`src/rtl/minmax_pkg.sv`:
```
// Shared constants for the min/max selectors: default operand width and
// scheduler state encodings.
package minmax_pkg;

    localparam int unsigned WIDTH_DEF = 5;

    localparam logic [1:0] ST_IDLE = 2'd0;
    localparam logic [1:0] ST_ACC  = 2'd1;
    localparam logic [1:0] ST_DONE = 2'd2;

endpackage

```
`src/rtl/minmax_cmp_stage.sv`:
```
// Single shared comparator: flags whether a candidate replaces the running
// min and/or max. Strict compares keep the earliest occurrence on ties.
module minmax_cmp_stage
    import minmax_pkg::*;
#(
    parameter int unsigned WIDTH = WIDTH_DEF
) (
    input  logic [WIDTH-1:0] candidate,
    input  logic [WIDTH-1:0] cur_min,
    input  logic [WIDTH-1:0] cur_max,
    output logic             take_min,
    output logic             take_max
);

    assign take_min = (candidate < cur_min);
    assign take_max = (candidate > cur_max);

endmodule

```
`src/rtl/minmax_stream_sched.sv`:
```
// Time-multiplexed min/max scheduler: accumulates NUM words over a valid/ready
// stream and presents min, max and first-occurrence positions on its output.
module minmax_stream_sched
    import minmax_pkg::*;
#(
    parameter int unsigned WIDTH = WIDTH_DEF,
    parameter int unsigned NUM   = 4,
    localparam int unsigned IDXW = $clog2(NUM)
) (
    input  logic             clk,
    input  logic             rst_n,
    input  logic [WIDTH-1:0] in_data,
    input  logic             in_valid,
    output logic             in_ready,
    output logic [WIDTH-1:0] out_min,
    output logic [WIDTH-1:0] out_max,
    output logic [IDXW-1:0]  out_min_idx,
    output logic [IDXW-1:0]  out_max_idx,
    output logic             out_valid,
    input  logic             out_ready,
    output logic             busy
);

    // Count must be able to hold NUM itself after the final accept.
    localparam int unsigned CNTW = $clog2(NUM + 1);

    logic [1:0]       r_state;
    logic [CNTW-1:0]  r_count;
    logic [WIDTH-1:0] r_run_min;
    logic [WIDTH-1:0] r_run_max;
    logic [IDXW-1:0]  r_run_min_idx;
    logic [IDXW-1:0]  r_run_max_idx;
    logic [WIDTH-1:0] r_out_min;
    logic [WIDTH-1:0] r_out_max;
    logic [IDXW-1:0]  r_out_min_idx;
    logic [IDXW-1:0]  r_out_max_idx;

    logic             w_accept;
    logic             w_last;
    logic             w_take_min;
    logic             w_take_max;
    logic [IDXW-1:0]  w_pos;
    logic [WIDTH-1:0] w_nxt_min;
    logic [WIDTH-1:0] w_nxt_max;
    logic [IDXW-1:0]  w_nxt_min_idx;
    logic [IDXW-1:0]  w_nxt_max_idx;

    minmax_cmp_stage #(
        .WIDTH (WIDTH)
    ) u_cmp (
        .candidate (in_data),
        .cur_min   (r_run_min),
        .cur_max   (r_run_max),
        .take_min  (w_take_min),
        .take_max  (w_take_max)
    );

    assign in_ready  = (r_state == ST_IDLE) || (r_state == ST_ACC);
    assign busy      = (r_state == ST_ACC);
    assign out_valid = (r_state == ST_DONE);
    assign w_accept  = in_valid && in_ready;
    assign w_last    = (r_count == CNTW'(NUM - 1));
    assign w_pos     = r_count[IDXW-1:0];

    assign w_nxt_min     = w_take_min ? in_data : r_run_min;
    assign w_nxt_max     = w_take_max ? in_data : r_run_max;
    assign w_nxt_min_idx = w_take_min ? w_pos : r_run_min_idx;
    assign w_nxt_max_idx = w_take_max ? w_pos : r_run_max_idx;

    assign out_min     = r_out_min;
    assign out_max     = r_out_max;
    assign out_min_idx = r_out_min_idx;
    assign out_max_idx = r_out_max_idx;

    always_ff @(posedge clk or negedge rst_n) begin
        if (!rst_n) begin
            r_state       <= ST_IDLE;
            r_count       <= '0;
            r_run_min     <= '0;
            r_run_max     <= '0;
            r_run_min_idx <= '0;
            r_run_max_idx <= '0;
            r_out_min     <= '0;
            r_out_max     <= '0;
            r_out_min_idx <= '0;
            r_out_max_idx <= '0;
        end else begin
            case (r_state)
                ST_IDLE: begin
                    if (w_accept) begin
                        r_run_min     <= in_data;
                        r_run_max     <= in_data;
                        r_run_min_idx <= '0;
                        r_run_max_idx <= '0;
                        r_count       <= CNTW'(1);
                        r_state       <= ST_ACC;
                    end
                end
                ST_ACC: begin
                    if (w_accept) begin
                        r_run_min     <= w_nxt_min;
                        r_run_max     <= w_nxt_max;
                        r_run_min_idx <= w_nxt_min_idx;
                        r_run_max_idx <= w_nxt_max_idx;
                        r_count       <= r_count + CNTW'(1);
                        // Result registers load only here so outputs stay
                        // stable while the next group accumulates.
                        if (w_last) begin
                            r_out_min     <= w_nxt_min;
                            r_out_max     <= w_nxt_max;
                            r_out_min_idx <= w_nxt_min_idx;
                            r_out_max_idx <= w_nxt_max_idx;
                            r_state       <= ST_DONE;
                        end
                    end
                end
                ST_DONE: begin
                    if (out_ready) begin
                        r_count <= '0;
                        r_state <= ST_IDLE;
                    end
                end
                default: begin
                    r_count <= '0;
                    r_state <= ST_IDLE;
                end
            endcase
        end
    end

endmodule

```
`config.mk`:
```
export PLATFORM = sky130hd
export DESIGN_NAME = minmax_stream_sched
export DESIGN_NICKNAME = d
export VERILOG_FILES = /design/src/rtl/minmax_pkg.sv /design/src/rtl/minmax_cmp_stage.sv /design/src/rtl/minmax_stream_sched.sv
export SDC_FILE = /design/constraint.sdc
export NUM_CORES = 1
export LEC_CHECK = 0
export CAP_MARGIN = 20
export CORE_ASPECT_RATIO = 0.6
export CORE_MARGIN = 4
export CORE_UTILIZATION = 40
export DETAILED_ROUTE_END_ITERATION = 8
export PLACE_DENSITY_LB_ADDON = 0.08
export SYNTH_ARGS = -nofsm -noshare
export SYNTH_HDL_FRONTEND = slang
export SYNTH_HIERARCHICAL = 1
export SYNTH_SLANG_ARGS = --single-unit
```
`constraint.sdc`:
```
create_clock -name clk -period 3.7 [get_ports clk]
set_input_delay 0.74 -clock clk [delete_from_list [all_inputs] [get_ports clk]]
set_output_delay 0.74 -clock clk [all_outputs]
set_load 0.005 [all_outputs]
```
==> results of run 1 <==
==> area by class of cell <==
class                   count  area share (%)
clock buffers               7            3.98
clock inverters             1            1.39
inverters                  16            2.77
multi-input cells         108            37.4
flip-flops and latches     33            38.1
well taps                  60            3.46
repair buffers             29            12.9
==> cell usage in the layout, fill, tap and decap left out <==
master	n
buf_4	4
o2bb2ai_1	2
bufinv_16	1
and2b_2	1
o21a_1	3
nor2_1	4
ha_1	11
nand4_1	2
a21boi_0	2
a32oi_1	1
clkdlybuf4s50_1	25
a22o_1	4
nand2b_4	1
nand2_1	23
inv_2	1
o21ai_4	1
o21ai_0	17
nand3_1	1
a21o_1	2
nand4b_1	1
mux2_2	10
o311ai_1	1
clkbuf_1	1
o31ai_1	1
a211oi_2	1
dfrtp_1	33
inv_1	15
o221ai_1	1
mux2i_1	10
a21oi_4	1
o22ai_1	2
a21oi_1	4
clkbuf_8	6
nor3b_1	1
==> worst paths after layout <==
kind | startpoint | cells after the start | slack, ns | endpoint
setup / recovery | in_data[2] | 8 | 0.87 | r_run_min[1]
setup reg to reg | r_run_min[2] | 8 | 1.50 | r_run_min[1]
hold reg to reg | out_min[2] | 2 | 0.48 | out_min[2]
max in group asynchronous | rst_n | 2 | 2.55 | out_max[3]
hold / removal | out_min[2] | 2 | 0.48 | out_min[2]
min in group asynchronous | rst_n | 2 | 0.85 | r_state[1]
==> cells by family after synthesis <==
logic type      synth area share [%]
compound gates                  17.3
fa+ha+maj                       7.89
buf+inv                         6.31
flops                           47.3
mux                             12.2
simple gates                    9.03
==> worst max-delay path, cell delays in order <==
cell             delay [ns]
clkdlybuf4s50_1        0.52
ha_1                   0.37
a21o_1                 0.16
a21o_1                 0.17
a211oi_2               0.24
inv_1                  0.16
a21oi_4                0.26
mux2_2                 0.37
==> power breakdown <==
group          switching [uW]  internal, uW
Combinational             386           455
Clock                     132           220
Sequential                132           525
Total                     650          1200
==> sequential cells by signal, indices dropped and copies added, names as in the netlist <==
register / cells
out_min_idx: 2
r_run_max_idx: 2
r_run_min_idx: 2
r_run_max: 5
out_min: 5
r_run_min: 5
out_max: 5
out_max_idx: 2
r_count: 3
r_state: 2
==> metal layers <==
layer / vias to the layer above / GRT usage (%)
li1: 628 / -
met2: 33 / 22.7
met3: 4 / 4.57
met1: 623 / 21.2
met5: - / 0
met4: 0 / 3.76
==> through the flow <==
| stage | cells | worst slack [ns] |
|---|---|---|
| after floorplan | 165 | 1.20 |
| after global placement | 246 | 0.679 |
| after detailed placement | 246 | 0.620 |
| after CTS | 254 | 0.889 |
| after global routing | 254 | 0.801 |
| final | 254 | 0.873 |
==> results.toml, run 1 <==
[run_status]
outcome = "complete, no violations"

[die]
die_width_um = 93.3
floorplan.rows = 18
fp.dieH_um = 59.2
die_area_um2 = 5520
core_um2 = 4170
start_util_pct = 41.9
ios = 26

[routing]
wl_per_cell_um = 14.4
drt-pass1-iter-count = 4
wl_met3_um = 184
num_vias = 1288
wl_um = 3650
top_layer_used = "met4"
first_iter_violations = 113
route.met2.wl_um = 1510
ant_nets = 0
drt-met1-wl_um = 1940
avgViaCountPerCell = 5.07
drc = 0

[yosys]
synth_cell_types = 33
async_flop_share_pct = 100
synth_nets = 185
synth_commonest_cells = "dfrtp_1, nand2_1, o21ai_0"
synth.most_common_cell = "dfrtp_1"
yosys.area.top_type = "dfrtp_1"
synth_area_per_cell_um2 = 10.6
synth.top_cell.area_share_pct = 47.3
yosys-top-cells-area = "dfrtp_1, ha_1, mux2_2"
synth_ff_type = "dfrtp_1"
synth_seq_cells = 33
ys_warn_count = 6
synth-edff-count = 0
syn_inst = 165
ys_seq_area_share_pct = 47.3
syn_area_um2 = 1750

[sta]
worst_pin_slew_ns = 0.521
tns_ns = 0
hold_viol = 0
period_share_pct = 76.4
whs_ns = 0.479
final.min_clock_period_ns = 2.83
final-setup-viol-count = 0
fin_skew_ns = 0.00336
rsz0062_at_grt = "false"
slew_violations = 0
fmax_ghz = 0.354
slew_headroom_pct = 65.3

[grt]
grt_util_all_layers_pct = 15.0
grt_remaining_overflow = 0
grt_max_degree = 34
grt_pass1_wl_um = 6400
grt_pass1_vias = 1295
antenna_found_initial = 0

[power]
power.leakage_uw = 0.00100
ir_drop_mv = 0.353
power.total_uw = 1850
powerDensity_nw_per_um2 = 854

[cts]
tritoncts = "done"
post_cts_buffers = 0
cts-htree-levels = 2
clockBufferDepth = 2
clock-sinks = 33
path_clk_slew_ns = 0.07
ctsResizeCount = 0
root_buffer = "clkbuf_8"
clk_latency_ns = 0.28
cts_hold_buf = 0
cts_buffers = 5

[finish]
fill_cells = 365
synthToLayoutAreaGrowth_pct = 24.2
area.sequential_um2 = 826
fin_nets = 213
fin_util_pct = 52.0
n_antenna_cell = 0
drive_above_1_share_pct = 13.9
final_area_um2 = 2170
multi_input_area_um2 = 810

[critical_path]
endpoint_kind = "register"
start_kind = "input port"
critPathKind = "input port to register"
worst_ep_required_time_ns = 3.86
critPathMaxFanout = 6
worstPathArrival_ns = 2.99

[run]
cap_violations = 0

[placement]
placed_area_um2 = 2050
port_buffers = 25
place_congestion = 0.807
hpwl_um = 2620

[worst_hold_path]
min_path_type = "register to register"
(Power assumes the default switching activity.)
==> run 2: changes to the inputs <==
- clock period: 3.7 -> 2.7 ns (I/O delays scaled with it)
==> results.toml, run 2 (synthesis gave the netlist of run 1 again) <==
[run_status]
outcome = "complete, no violations"

[finish]
final_area_um2 = 2210
fin_util_pct = 53.1
n_antenna_cell = 0
drive_above_1_share_pct = 17.6
stdcell_count = 265
synthToLayoutAreaGrowth_pct = 26.8
fin_nets = 224
final_common_cell = "dfrtp_1"
final_cell_mix = "dfrtp_1, clkdlybuf4s50_1, nand2_1, o21ai_0"

[power]
power.leakage_uw = 0.00104
powerDensity_nw_per_um2 = 1110
ir_drop_mv = 0.373

[placement]
port_buffers = 25
place_congestion = 0.845
dp_slack_ns = -0.0111
hpwl_um = 2830
placed_area_um2 = 2130
dp.cells = 257

[grt]
antenna_found_initial = 0
grt_pass1_vias = 1316
grt_pass1_wl_um = 6370
grt_util_all_layers_pct = 15.4
grt_max_degree = 34
grt_remaining_overflow = 0

[die]
start_util_pct = 41.9
ios = 26
floorplan.rows = 18
fp.dieH_um = 59.2
die_width_um = 93.3
core_um2 = 4170
die_area_um2 = 5520

[sta]
rsz0062_at_grt = "false"
setup_slack_ns = 0.274
worst_pin_slew_ns = 0.542
slew_violations = 0
final.min_clock_period_ns = 2.43
final-setup-viol-count = 0
hold_viol = 0
whs_ns = 0.479
fin_skew_ns = 0.00450
fmax_ghz = 0.412
slew_headroom_pct = 63.8
period_share_pct = 89.8

[critical_path]
r2r_slack_ns = 0.56
cp-startpoint = "in_data[2]"
rr_worst_depth = 8
r2r-end = "r_run_min[1]"
crit_top_cell = "buf_4"
critPathMaxFanout = 5
r2r-start = "r_run_min[2]"
start_kind = "input port"
worst_ep_required_time_ns = 2.86
crit_chain = "clkdlybuf4s50_1 > buf_4 > ha_1 > a21oi_1 > o221ai_1 > o21a_1 > buf_4 > o21ai_4 > mux2_2"
crit_path_top_delay_cell = "clkdlybuf4s50_1"
cpPeakStageDelay_ns = 0.42
critPathKind = "input port to register"
endpoint_kind = "register"
worstPathArrival_ns = 2.59

[routing]
wl_um = 3760
num_vias = 1276
first_iter_violations = 38
drt-pass1-iter-count = 6
drc = 0
wl_per_cell_um = 14.2
avgViaCountPerCell = 4.82
ant_nets = 0

[cts]
root_buffer = "clkbuf_8"
cts_hold_buf = 0
post_cts_buffers = 0
cts_buffers = 5
tritoncts = "done"
clock-sinks = 33
clk_latency_ns = 0.28
ctsResizeCount = 0
path_clk_slew_ns = 0.06
cts-htree-levels = 2
clockBufferDepth = 2

[run]
cap_violations = 0

[worst_hold_path]
hold_depth = 2
holdPathEnd = "out_min[1]"
min_path_type = "register to register"
min_from = "out_min[1]"
[run 2: worst max-delay path by stage]
stage,endpoint,cells past startpoint
finish,r_run_max[0],9
global route,r_run_max[4],8
CTS,r_run_max[0],9
detailed placement,r_run_max[0],9
global placement,r_run_max[3],9
floorplan,r_run_min[0],8
[run 2: layout make-up]
cell class	count	area [um2]
fillers	375	1950
flip-flops and latches	33	826
multi-input cells	108	810
repair buffers	40	363
clock buffers	8	80.1
well taps	60	75.1
inverters	16	60.1
[run 2: power by group]
| part | leakage (uW) | switching (uW) | internal [uW] | total (uW) |
|---|---|---|---|---|
| sequential | 0.000407 | 181 | 720 | 900 |
| combinational | 0.000591 | 529 | 680 | 1210 |
| clock | 0.0000395 | 174 | 183 | 357 |
| total | 0.00104 | 884 | 1580 | 2470 |
[run 2: metrics by stage]
step,setup TNS (ns),total power (uW)
finish,0,2470
global route,0,2690
global placement,0,2080
detailed placement,-0.0231,2130
floorplan,0,1630
CTS,0,2500
[run 2: worst max-delay path, delay by kind of cell]
kind                     cells  cell delay (ns)
buffers and inverters        3             0.72
AO/OA/AOI/OAI                4             0.65
multiplexers                 1             0.37
adder cells (fa/ha/maj)      1             0.30
[run 2: metal layers]
layer	routed length, um	vias to the layer above	global-route usage (%)
met5	0	-	0
met4	55	0	6.89
met3	219	6	4.82
met2	1510	35	21.4
met1	1970	581	21.8
li1	-	654	-
